==> config.mk <==
export PLATFORM = sky130hd
export DESIGN_NAME = dds_sweep
export DESIGN_NICKNAME = d
export VERILOG_FILES = /design/src/rtl/dds_sweep.sv
export SDC_FILE = /design/constraint.sdc
export NUM_CORES = 1
export LEC_CHECK = 0
export ABC_AREA = 1
export BUFFER_PORTS_ARGS = -buffer_cell sky130_fd_sc_hd__buf_2
export CAP_MARGIN = 30
export CORE_MARGIN = 2
export CORE_UTILIZATION = 58
export CTS_BUF_LIST = sky130_fd_sc_hd__clkbuf_8 sky130_fd_sc_hd__clkbuf_16
export DETAILED_ROUTE_END_ITERATION = 16
export PLACE_DENSITY = 0.81
export SLEW_MARGIN = 20
export SYNTH_ARGS = -nofsm -noshare
export SYNTH_HDL_FRONTEND = slang
export SYNTH_SLANG_ARGS = --single-unit
==> constraint.sdc <==
create_clock -name clk -period 2.5 [get_ports clk]
set_clock_uncertainty 0.15 [all_clocks]
set_input_delay 0.5 -clock clk [delete_from_list [all_inputs] [get_ports clk]]
set_output_delay 0.5 -clock clk [all_outputs]
set_load 0.01 [all_outputs]
==> src/rtl/dds_sweep.sv <==
// Linear frequency-sweep sequencer for the dds SPI front end: each point's
// 28-bit tuning word is written as four byte strobes on the PicoBlaze-style port bus.
module dds_sweep #(
  parameter logic [7:0] PORT_BASE = 8'h10,
  parameter int         MIN_DWELL = 80
) (
  input  logic        clk,
  input  logic        rst,
  input  logic        start,
  input  logic        abort,
  input  logic [27:0] f_start,
  input  logic [27:0] f_step,
  input  logic [15:0] n_points,
  input  logic [15:0] dwell,
  output logic [7:0]  port_id,
  output logic [7:0]  out_port,
  output logic        write_strobe,
  output logic        busy,
  output logic        done,
  output logic [27:0] f_cur
);

  localparam logic [1:0]  ST_IDLE  = 2'd0;
  localparam logic [1:0]  ST_WR    = 2'd1;
  localparam logic [1:0]  ST_DWELL = 2'd2;
  localparam logic [15:0] MIN_DWELL_W = 16'(MIN_DWELL);

  logic [1:0]  state_q, state_d;
  logic [2:0]  cnt_q, cnt_d;
  logic [27:0] freq_q, freq_d;
  logic [27:0] step_q, step_d;
  logic [15:0] points_left_q, points_left_d;
  logic [15:0] dwell_eff_q, dwell_eff_d;
  logic [15:0] dwell_cnt_q, dwell_cnt_d;
  logic        abort_pend_q, abort_pend_d;
  logic [7:0]  port_id_q, port_id_d;
  logic [7:0]  out_port_q, out_port_d;
  logic        write_strobe_q, write_strobe_d;
  logic        busy_q, busy_d;
  logic        done_q, done_d;
  logic [27:0] f_cur_q, f_cur_d;
  logic [27:0] next_freq;

  function automatic logic [7:0] word_byte(input logic [27:0] w, input logic [1:0] idx);
    logic [7:0] b;
    case (idx)
      2'd0:    b = w[7:0];
      2'd1:    b = w[15:8];
      2'd2:    b = w[23:16];
      2'd3:    b = {4'b0000, w[27:24]};
      default: b = 8'h00;
    endcase
    return b;
  endfunction

  assign next_freq = freq_q + step_q;

  // Sweep sequencing: even WR phases emit a byte, phase 6 commits the word.
  always_comb begin
    state_d        = state_q;
    cnt_d          = cnt_q;
    freq_d         = freq_q;
    step_d         = step_q;
    points_left_d  = points_left_q;
    dwell_eff_d    = dwell_eff_q;
    dwell_cnt_d    = dwell_cnt_q;
    abort_pend_d   = abort_pend_q;
    port_id_d      = port_id_q;
    out_port_d     = out_port_q;
    write_strobe_d = 1'b0;
    busy_d         = busy_q;
    done_d         = 1'b0;
    f_cur_d        = f_cur_q;
    case (state_q)
      ST_IDLE: begin
        abort_pend_d = 1'b0;
        if (start) begin
          freq_d        = f_start;
          step_d        = f_step;
          points_left_d = (n_points == 16'd0) ? 16'd1 : n_points;
          dwell_eff_d   = (dwell < MIN_DWELL_W) ? MIN_DWELL_W : dwell;
          cnt_d         = 3'd0;
          busy_d        = 1'b1;
          state_d       = ST_WR;
        end else begin
          busy_d = 1'b0;
        end
      end
      ST_WR: begin
        if (abort) begin
          abort_pend_d = 1'b1;
        end else begin
          abort_pend_d = abort_pend_q;
        end
        if (cnt_q[0] == 1'b0) begin
          write_strobe_d = 1'b1;
          port_id_d      = PORT_BASE + {6'b000000, cnt_q[2:1]};
          out_port_d     = word_byte(freq_q, cnt_q[2:1]);
        end else begin
          write_strobe_d = 1'b0;
        end
        if (cnt_q == 3'd6) begin
          f_cur_d = freq_q;
          // An aborted group spends one extra gap cycle before leaving.
          if (abort || abort_pend_q) begin
            cnt_d = 3'd7;
          end else begin
            state_d     = ST_DWELL;
            dwell_cnt_d = dwell_eff_q - 16'd1;
          end
        end else if (cnt_q == 3'd7) begin
          state_d = ST_DWELL;
        end else begin
          cnt_d = cnt_q + 3'd1;
        end
      end
      ST_DWELL: begin
        if (abort || abort_pend_q) begin
          state_d      = ST_IDLE;
          busy_d       = 1'b0;
          abort_pend_d = 1'b0;
        end else if (dwell_cnt_q != 16'd0) begin
          dwell_cnt_d = dwell_cnt_q - 16'd1;
        end else if (points_left_q == 16'd1) begin
          state_d = ST_IDLE;
          busy_d  = 1'b0;
          done_d  = 1'b1;
        end else begin
          // Last dwell cycle doubles as the next point's byte0 issue cycle.
          freq_d         = next_freq;
          points_left_d  = points_left_q - 16'd1;
          write_strobe_d = 1'b1;
          port_id_d      = PORT_BASE;
          out_port_d     = word_byte(next_freq, 2'd0);
          cnt_d          = 3'd1;
          state_d        = ST_WR;
        end
      end
      default: begin
        state_d      = ST_IDLE;
        busy_d       = 1'b0;
        abort_pend_d = 1'b0;
      end
    endcase
  end

  // State and output registers with synchronous reset.
  always_ff @(posedge clk) begin
    if (rst) begin
      state_q        <= ST_IDLE;
      cnt_q          <= 3'd0;
      freq_q         <= 28'd0;
      step_q         <= 28'd0;
      points_left_q  <= 16'd0;
      dwell_eff_q    <= 16'd0;
      dwell_cnt_q    <= 16'd0;
      abort_pend_q   <= 1'b0;
      port_id_q      <= 8'd0;
      out_port_q     <= 8'd0;
      write_strobe_q <= 1'b0;
      busy_q         <= 1'b0;
      done_q         <= 1'b0;
      f_cur_q        <= 28'd0;
    end else begin
      state_q        <= state_d;
      cnt_q          <= cnt_d;
      freq_q         <= freq_d;
      step_q         <= step_d;
      points_left_q  <= points_left_d;
      dwell_eff_q    <= dwell_eff_d;
      dwell_cnt_q    <= dwell_cnt_d;
      abort_pend_q   <= abort_pend_d;
      port_id_q      <= port_id_d;
      out_port_q     <= out_port_d;
      write_strobe_q <= write_strobe_d;
      busy_q         <= busy_d;
      done_q         <= done_d;
      f_cur_q        <= f_cur_d;
    end
  end

  assign port_id      = port_id_q;
  assign out_port     = out_port_q;
  assign write_strobe = write_strobe_q;
  assign busy         = busy_q;
  assign done         = done_q;
  assign f_cur        = f_cur_q;

endmodule

After elaboration in Yosys (flattened, before gate mapping)
Cells that the tools add are included.
{"block": "word_totals", "romBits": 0, "ff_bits": 157, "memories": 0, "ramBits": 0, "elab_cells": 123, "input_bits": 92, "latchBits": 0, "out_inout_bits": 47}
{"block": "classes", "n_lt_le_gt_ge": 1, "shifts": 0, "div_mod_pow": 0, "mux": 58, "n_addsub": 6, "reduce_logical": 18, "n_mul": 0, "bitwise": 2, "n_eq_ne": 24}
{"op": "$mux 16", "n": 10}
{"op": "$mux 28", "n": 4}
{"op": "$mux 8", "n": 8}
{"op": "$pmux 16 s2", "n": 2}
{"op": "$pmux 28 s2", "n": 1}
{"op": "$sub 16x1->16 const B", "n": 3}
{"op": "$pmux 8 s2", "n": 2}
{"op": "$pmux 8 s4", "n": 1}
{"op": "$add 28x28->28", "n": 1}
{"op": "$mux 3", "n": 7}
{"op": "$ne 2x2->1 const B", "n": 10}
{"op": "$ne 3x3->1 const B", "n": 6}
{"op": "$eq 16x1->1 const B", "n": 1}
{"op": "$logic_not 16->1", "n": 1}
{"op": "$lt 16x7->1 const B", "n": 1}
{"op": "$reduce_bool 16->1", "n": 1}
{"op": "$reduce_and 5->1", "n": 3}
{"op": "$mux 1", "n": 12}
{"op": "$mux 2", "n": 6}
{"op": "$pmux 3 s3", "n": 1}
{"op": "$reduce_and 7->1", "n": 1}
{"op": "$add 5x2->6 const A", "n": 1}
{"op": "$eq 2x2->1 const B", "n": 3}
{"op": "$eq 3x3->1 const B", "n": 2}
{"op": "14 further kinds", "n": 21}

Longest topological paths before layout
Gate-level depths: netlist of the first run.
{"block": "logic_depth", "word_depth": 5, "ltp_mapped": 15, "depth_no_buf": 15}

Worst setup path before layout of the first run
No wires, ideal clock.
{"block": "synth_timing", "kind": "register to register", "start": "register state_q[0]", "end": "register dwell_cnt_q[12]", "path_stages_with_launch": 15, "t_required_ps": 2294, "arrival_ps": 1949, "setup_slack_ps": 346, "n_path_buf": 1, "setup_ps": 56, "cell_sequence": "dfxtp_1 -> inv_1 -> ha_1 -> buf_6 -> o21ai_2 -> ha_1 -> inv_1 -> nor2_2 -> nand2_1 -> nor2_2 -> nand2_1 -> o21a_1 -> o21ai_1 -> nand2_1 -> inv_1"}
{"block": "synth_between", "elab_chain_cells": 3, "word_cells_on_any_way": 9, "classes_between": "6 x eq/ne; 1 x mux; 2 x reduce/logical"}
{"element": "from (decl)", "line_no": "28", "source": "logic [1:0] state_q, state_d;"}
{"element": "from (signal assigned)", "line_no": "165", "source": "state_q <= state_d;"}
{"element": "$eq 2x2->1 / $eq 2x1->1 (equally long branches)", "line_no": "74", "source": "case (state_q)"}
{"element": "$ne 2x2->1 (no source line) / $reduce_bool 2->1 (equally long branches)"}
{"element": "$reduce_and 5->1 (no source line)"}
{"element": "to (signal assigned)", "line_no": "171", "source": "dwell_cnt_q <= dwell_cnt_d;"}
{"element": "to (decl)", "line_no": "34", "source": "logic [15:0] dwell_cnt_q, dwell_cnt_d;"}
Several ways; a longest one is shown, not always the timed one.
A chain may end at the register's enable or synchronous reset.

Final worst setup path of the first run
{"block": "layout_timing", "start": "register state_q[0]", "end": "register dwell_cnt_q[13]"}
Same word-level chain as after synthesis.

==> results.toml, run 1 <==
[detailed_routing]
post-route-drc-count = 0
ant_nets = 0
routed_via_density = 5.46
route.vias.total = 9919
detail_route.iter0.violations = 1001
drt_first_pass_iters = 8
post_drt_wl_per_cell_um = 15.3
finalWirelength_um = 27800

[worst_setup_path]
worst-path-buf-inv = 2
critPathTopFamily = "simple AND/OR/NAND/NOR gates"
critical_path_s_slowest_cell = "sky130_fd_sc_hd__dfxtp_1"
worstSetupEndpointType = "flip-flop"
critical_path.most_common_cell = "sky130_fd_sc_hd__nand2_1"
critical_path.max_fanout = 19
worst_ep_arrival_time_ps = 2500
startpoint_type = "flip-flop"
critPathRequiredTime_ps = 2670
max_stage_delay_ps = 410
criticalPathCategory = "flip-flop to flip-flop"
ordered_list_of_cells_on_the_worst_path = "inv_1 -> ha_4 -> inv_2 -> nand2_1 -> nand2_1 -> nand2_1 -> nor3_2 -> nand2_1 -> nor2_1 -> xor2_1 -> a21oi_1"

[power_and_ir_drop]
power.share.switching = 0.473
peakVddDrop_mv = 0.590
total_switching_power_w = 0.00649
share_comb_of_total_power = 0.529
internal_power_w = 0.00721
power-per-cell-area_mw_per_mm2 = 1260
power_leakage_nw = 5.27
clock_power_share = 0.193
power.sequential.fraction = 0.277

[grt]
grt_overflow_total = 0
grt_first_pass_wirelength_um = 43900
via_count_of_the_first_global_routing_pass = 8868
track_usage = 0.328
antenna_found_initial = 0
grt_max_degree = 71

[min_path]
timing.hold.worst.class = "input port to flip-flop"

[clock_network]
cts_resized = 0
clock-sinks = 152
clkSlewWorstSetupHoldPaths_ps = 70
cts-root-buf = "sky130_fd_sc_hd__clkbuf_16"
htree_num_levels = 4
cts-buffers-inserted = 17
ctsLongestPathBuffers = 2
clk_latency_ps = 430
tritoncts = "yes"
post_cts.repair.setup_buffers = 0
postCtsHoldBufs = 0

[yosys]
yosys_warnings = 0
syn-mean-instance-area_um2 = 6.37
synth_top_cells_by_area = "sky130_fd_sc_hd__dfxtp_1, sky130_fd_sc_hd__nand2_1, sky130_fd_sc_hd__a21oi_1"
synth_xor_area_frac = 0.0207
synthDistinctLibCells = 49
area_fraction_in_compound_gates_after_synthesis = 0.179
synth.mux.area_fraction = 0
synth_fa_ha_area_frac = 0.0533
yosysTopAreaCellShare = 0.327
synthMostInstantiatedCell = "sky130_fd_sc_hd__nand2_1"
simple_gate_share_of_the_synthesized_area = 0.311
synth_top_family_by_area = "simple AND/OR/NAND/NOR gates"
synth_edf_count = 0
ys_dominant_reg_cell = "sky130_fd_sc_hd__dfxtp_1"
synthesis.area_mm2 = 0.00930
synth_sequential_area_ratio = 0.327
ys_top_cells_by_count = "sky130_fd_sc_hd__nand2_1, sky130_fd_sc_hd__nor2_1, sky130_fd_sc_hd__inv_1, sky130_fd_sc_hd__a21oi_1, sky130_fd_sc_hd__dfxtp_1"
netlist_instances = 1459
ys_async_sr_fraction = 0
synth-seq-cells = 152
synth.largest_area_cell = "sky130_fd_sc_hd__dfxtp_1"

[final_layout]
num-fill-cells = 1465
final_area_mm2 = 0.0108
insertedDiodeCount = 0
postLayoutCoreUtil = 0.687
areaGrowthSynthToFinish_pct = 16.5
final_layout_size_suffix_gt1_frac = 0.155
design.final.nets = 1718

[status]
run_status = "completed"

[place]
buffers_added_on_ports = 133
dpl_cell_area_mm2 = 0.0102
place_hpwl_um = 20700
gp_congestion = 0.978

[floorplan]
chipHeight_um = 131
initial_core_util = 0.590
dieArea_mm2 = 0.0171
die_x_um = 131
core_mm2 = 0.0158
rows = 46
num_io_pins = 139

[sta]
report.final.hold_viol_count = 0
setup_viol = 0
final.period_utilization = 0.932
report.final.slew_viol_count = 0
finalCriticalPeriod_ps = 2330
max_freq_ghz = 0.429
transition_time_of_the_tightest_slew_check_pin_ps = 844
worst_slew_margin_rel = 0.437

[run]
maxCapViolCount = 0
flip-flops by register name, summed over array words and instances (netlist names):
register	count
f_cur	28
freq_q	28
step_q	28
dwell_cnt_q	16
dwell_eff_q	16
points_left_q	16
out_port	8
cnt_q	3
port_id	3
state_q	2
abort_pend_q	1
busy	1
done	1
write_strobe	1
cell families after synthesis:
group	Yosys count
simple gates	701
compound gates	305
xor+xnor	22
fa+ha+maj	39
flops	152
other cells	1
buf+inv	239
area by class of cell:
| cell class | instances | area, um2 | share of cell area |
|---|---|---|---|
| multi-input cells | 1072 | 5310 | 0.490 |
| inverters | 172 | 646 | 0.0596 |
| flip-flops and latches | 152 | 3040 | 0.281 |
| repair buffers | 172 | 971 | 0.0896 |
| clock buffers | 19 | 453 | 0.0418 |
| clock inverters | 13 | 145 | 0.0134 |
| well taps | 216 | 270 | 0.0249 |
worst min-delay path, cell delays in order:
cell and delay [ps]:
sky130_fd_sc_hd__buf_2 70, sky130_fd_sc_hd__o21ai_0 70, sky130_fd_sc_hd__nor2_1 70
per-layer routing:
metal  part of all wire  GRT usage  wire length [um]
met5                  0          0                 0
met2               0.44      0.526             12200
met4              0.021      0.110               570
met1               0.45      0.447             12600
met3              0.085     0.0586              2380
stage by stage:
| step | cells | hold WS, ps | worst slack (ps) | TNS [ps] | total power, W |
|---|---|---|---|---|---|
| floorplan | 1463 | 289 | 346 | 0 | 0.00897 |
| global placement | 1784 | 281 | 96.5 | 0 | 0.0108 |
| detailed placement | 1784 | 290 | 55.8 | 0 | 0.0109 |
| CTS | 1816 | 153 | 9.68 | 0 | 0.0135 |
| global route | 1816 | 164 | -2.47 | -2.47 | 0.0147 |
| finish | 1816 | 160 | 170 | 0 | 0.0137 |
power groups by stage:
| stage | sequential, W | combinational (W) | clock, W |
|---|---|---|---|
| after floorplan | 0.00365 | 0.00532 | 0 |
| after global placement | 0.00380 | 0.00695 | 0 |
| after detailed placement | 0.00381 | 0.00704 | 0 |
| after CTS | 0.00377 | 0.00709 | 0.00265 |
| after global routing | 0.00387 | 0.00810 | 0.00275 |
| final | 0.00380 | 0.00725 | 0.00265 |
placed cells by master, fill, tap and decap left out, drive strengths merged, types with 2 or more instances in the layout:
cell type	instances
a211oi	4
o21bai	3
a31oi	4
bufinv	2
nand3	85
nor2	178
ha	38
nand2	401
clkbuf	19
clkinv	4
nor4	6
nand3b	8
a21oi	158
o21ai	122
inv	175
o211ai	4
xnor2	7
clkinvlp	4
xor2	15
dfxtp	152
conb	5
o21a	2
buf	172
nor3	7
o211a	3
nand4	14
path summary, 6_finish.rpt:
path | start | depth (start not counted) | slack (ps) | to
min reg2reg | out_port[2] | 2 | 300 | out_port[2]
min | f_step[23] | 3 | 160 | step_q[23]
max | state_q[0] | 11 | 170 | dwell_cnt_q[13]
max reg2reg | state_q[0] | 11 | 170 | dwell_cnt_q[13]
Power figures use the tool's default switching activity.
==> run 2: changes to the inputs <==
Settings changed: GPL_TIMING_DRIVEN set to 0.
==> run 2 against run 1 <==
Net effect:
- via count grew 2.5%
- hold slack is essentially flat
- maximum frequency is 1.1% lower
- design area up 0.88%
- clock-buffer cell count fell by 1
- flip-flop and latch count is the same
- sequential share of layout area down 0.23 points
==> results.toml, run 2 (synthesized netlist as in run 1, its figures left out) <==
[sta]
fin_setup_tns_ps = 0
max_freq_ghz = 0.425
finalCriticalPeriod_ps = 2360
report.final.slew_viol_count = 0
worst_slew_margin_rel = 0.477
report.final.hold_viol_count = 0
setup_viol = 0
transition_time_of_the_tightest_slew_check_pin_ps = 784
final.period_utilization = 0.942
fin_worst_hold_slack_ps = 160

[final_layout]
multiInputGateArea_mm2 = 0.00532
areaGrowthSynthToFinish_pct = 17.5
insertedDiodeCount = 0
final_layout_size_suffix_gt1_frac = 0.152
layout.cells.most_common_list = "sky130_fd_sc_hd__nand2_1, sky130_fd_sc_hd__nor2_1, sky130_fd_sc_hd__inv_1"
num-fill-cells = 1525
design.final.nets = 1751
ff_latch_area_mm2 = 0.00305
final_common_cell = "sky130_fd_sc_hd__nand2_1"

[detailed_routing]
routed_via_density = 5.50
post_drt_wl_per_cell_um = 16.6
finalWirelength_um = 30600
ant_nets = 0
post-route-drc-count = 0
route.vias.total = 10200
detail_route.iter0.violations = 941
drt_first_pass_iters = 8

[worst_setup_path]
max_stage_delay_ps = 500
ordered_list_of_cells_on_the_worst_path = "inv_1 -> ha_2 -> buf_6 -> inv_2 -> buf_2 -> clkbuf_1 -> nand2_1 -> o211ai_1 -> a21oi_1"
critPathTopFamily = "buffers and inverters"
startpoint_type = "flip-flop"
criticalPathCategory = "flip-flop to flip-flop"
critical_path_s_slowest_cell = "sky130_fd_sc_hd__clkbuf_1"
critical_path.max_fanout = 10
worst_ep_arrival_time_ps = 2500
worstSetupEndpointType = "flip-flop"
worst-path-buf-inv = 5
critPathRequiredTime_ps = 2640

[power_and_ir_drop]
power_leakage_nw = 5.28
peakVddDrop_mv = 0.804
internal_power_w = 0.00711
power.sequential.fraction = 0.279
total_switching_power_w = 0.00678
share_comb_of_total_power = 0.537
power-per-cell-area_mw_per_mm2 = 1270
clock_power_share = 0.184
power.share.switching = 0.488

[grt]
antenna_found_initial = 0
via_count_of_the_first_global_routing_pass = 9240
grt_overflow_total = 0
track_usage = 0.362
grt_max_degree = 17
grt_first_pass_wirelength_um = 47100

[clock_network]
postCtsHoldBufs = 0
cts-root-buf = "sky130_fd_sc_hd__clkbuf_16"
clk_latency_ps = 440
clkSlewWorstSetupHoldPaths_ps = 70
cts-buffers-inserted = 17
clock-sinks = 152
ctsLongestPathBuffers = 2
tritoncts = "yes"
htree_num_levels = 4

[place]
place_hpwl_um = 23700
gp_congestion = 0.984
buffers_added_on_ports = 132

[status]
run_status = "completed"

[floorplan]
num_io_pins = 139
core_mm2 = 0.0158
initial_core_util = 0.590
rows = 46
dieArea_mm2 = 0.0171
chipHeight_um = 131
die_x_um = 131

[run]
maxCapViolCount = 0

[min_path]
timing.hold.worst.class = "input port to flip-flop"
-- run 2: cell types whose count changed in the layout (fill, tap and decap cells not counted), moves of 3 or more --
cell	previous run	this run
sky130_fd_sc_hd__nand2_1	395	392
sky130_fd_sc_hd__buf_2	133	145
sky130_fd_sc_hd__clkbuf_1	0	37
sky130_fd_sc_hd__inv_6	2	7
sky130_fd_sc_hd__buf_4	38	13
sky130_fd_sc_hd__buf_6	0	7
-- run 2: worst paths after layout --
check                                start                end  slack, ps  cells past startpoint
worst min register to register        busy               busy        300                      2
worst max register to register  state_q[0]  points_left_q[11]        140                      9
worst max-delay path            state_q[0]  points_left_q[11]        140                      9
worst min-delay path              dwell[0]     dwell_eff_q[0]        160                      3
-- run 2: routing by layer --
metal | wire, um | vias to the layer above | track usage
li1 | - | 5011 | -
met1 | 13300 | 4583 | 0.497
met2 | 13300 | 507 | 0.562
met3 | 3080 | 62 | 0.0798
met4 | 849 | 0 | 0.131
met5 | 0 | - | 0
-- run 2: area by class of cell --
type,count,area share
Inverter,172,0.0592
Sequential cell,152,0.279
Tap cell,216,0.0247
Multi-Input combinational cell,1072,0.487
Buffer,66,0.0325
Clock inverter,14,0.0124
Timing Repair Buffer,139,0.0653
Clock buffer,18,0.0402
-- run 2: power by group through the flow --
stage | Combinational (W) | Sequential (W) | Clock, W
after floorplan | 0.00532 | 0.00365 | 0
after global placement | 0.00703 | 0.00386 | 0
after detailed placement | 0.00715 | 0.00388 | 0
after CTS | 0.00721 | 0.00384 | 0.00256
after global routing | 0.00831 | 0.00393 | 0.00266
final | 0.00746 | 0.00387 | 0.00256
-- run 2: metrics by stage --
stage	instances	utilization	worst slack [ps]	power, W	area, um2
4_1_cts	1843	0.687	20.7	0.0136	10800
2_1_floorplan	1463	-	346	0.00897	9310
6_report	1849	0.693	144	0.0139	10900
3_5_place_dp	1811	0.650	-198	0.0110	10200
3_3_place_gp	1811	0.650	-185	0.0109	10200
5_1_grt	1849	0.693	-25.3	0.0149	10900
-- run 2: worst register-to-register path: stages, from the launching register on --
cell and delay [ps]:
sky130_fd_sc_hd__dfxtp_2 380, sky130_fd_sc_hd__inv_1 80, sky130_fd_sc_hd__ha_2 190, sky130_fd_sc_hd__buf_6 150
sky130_fd_sc_hd__inv_2 170, sky130_fd_sc_hd__buf_2 300, sky130_fd_sc_hd__clkbuf_1 500, sky130_fd_sc_hd__nand2_1 100
sky130_fd_sc_hd__o211ai_1 120, sky130_fd_sc_hd__a21oi_1 80
-- run 2: what timing repair did --
item	CTS	global route
endpoints found under the setup margin	36	33
gates cloned	0	0
resized for setup	6	11
buffers inserted	0	7
pin swaps	0	5
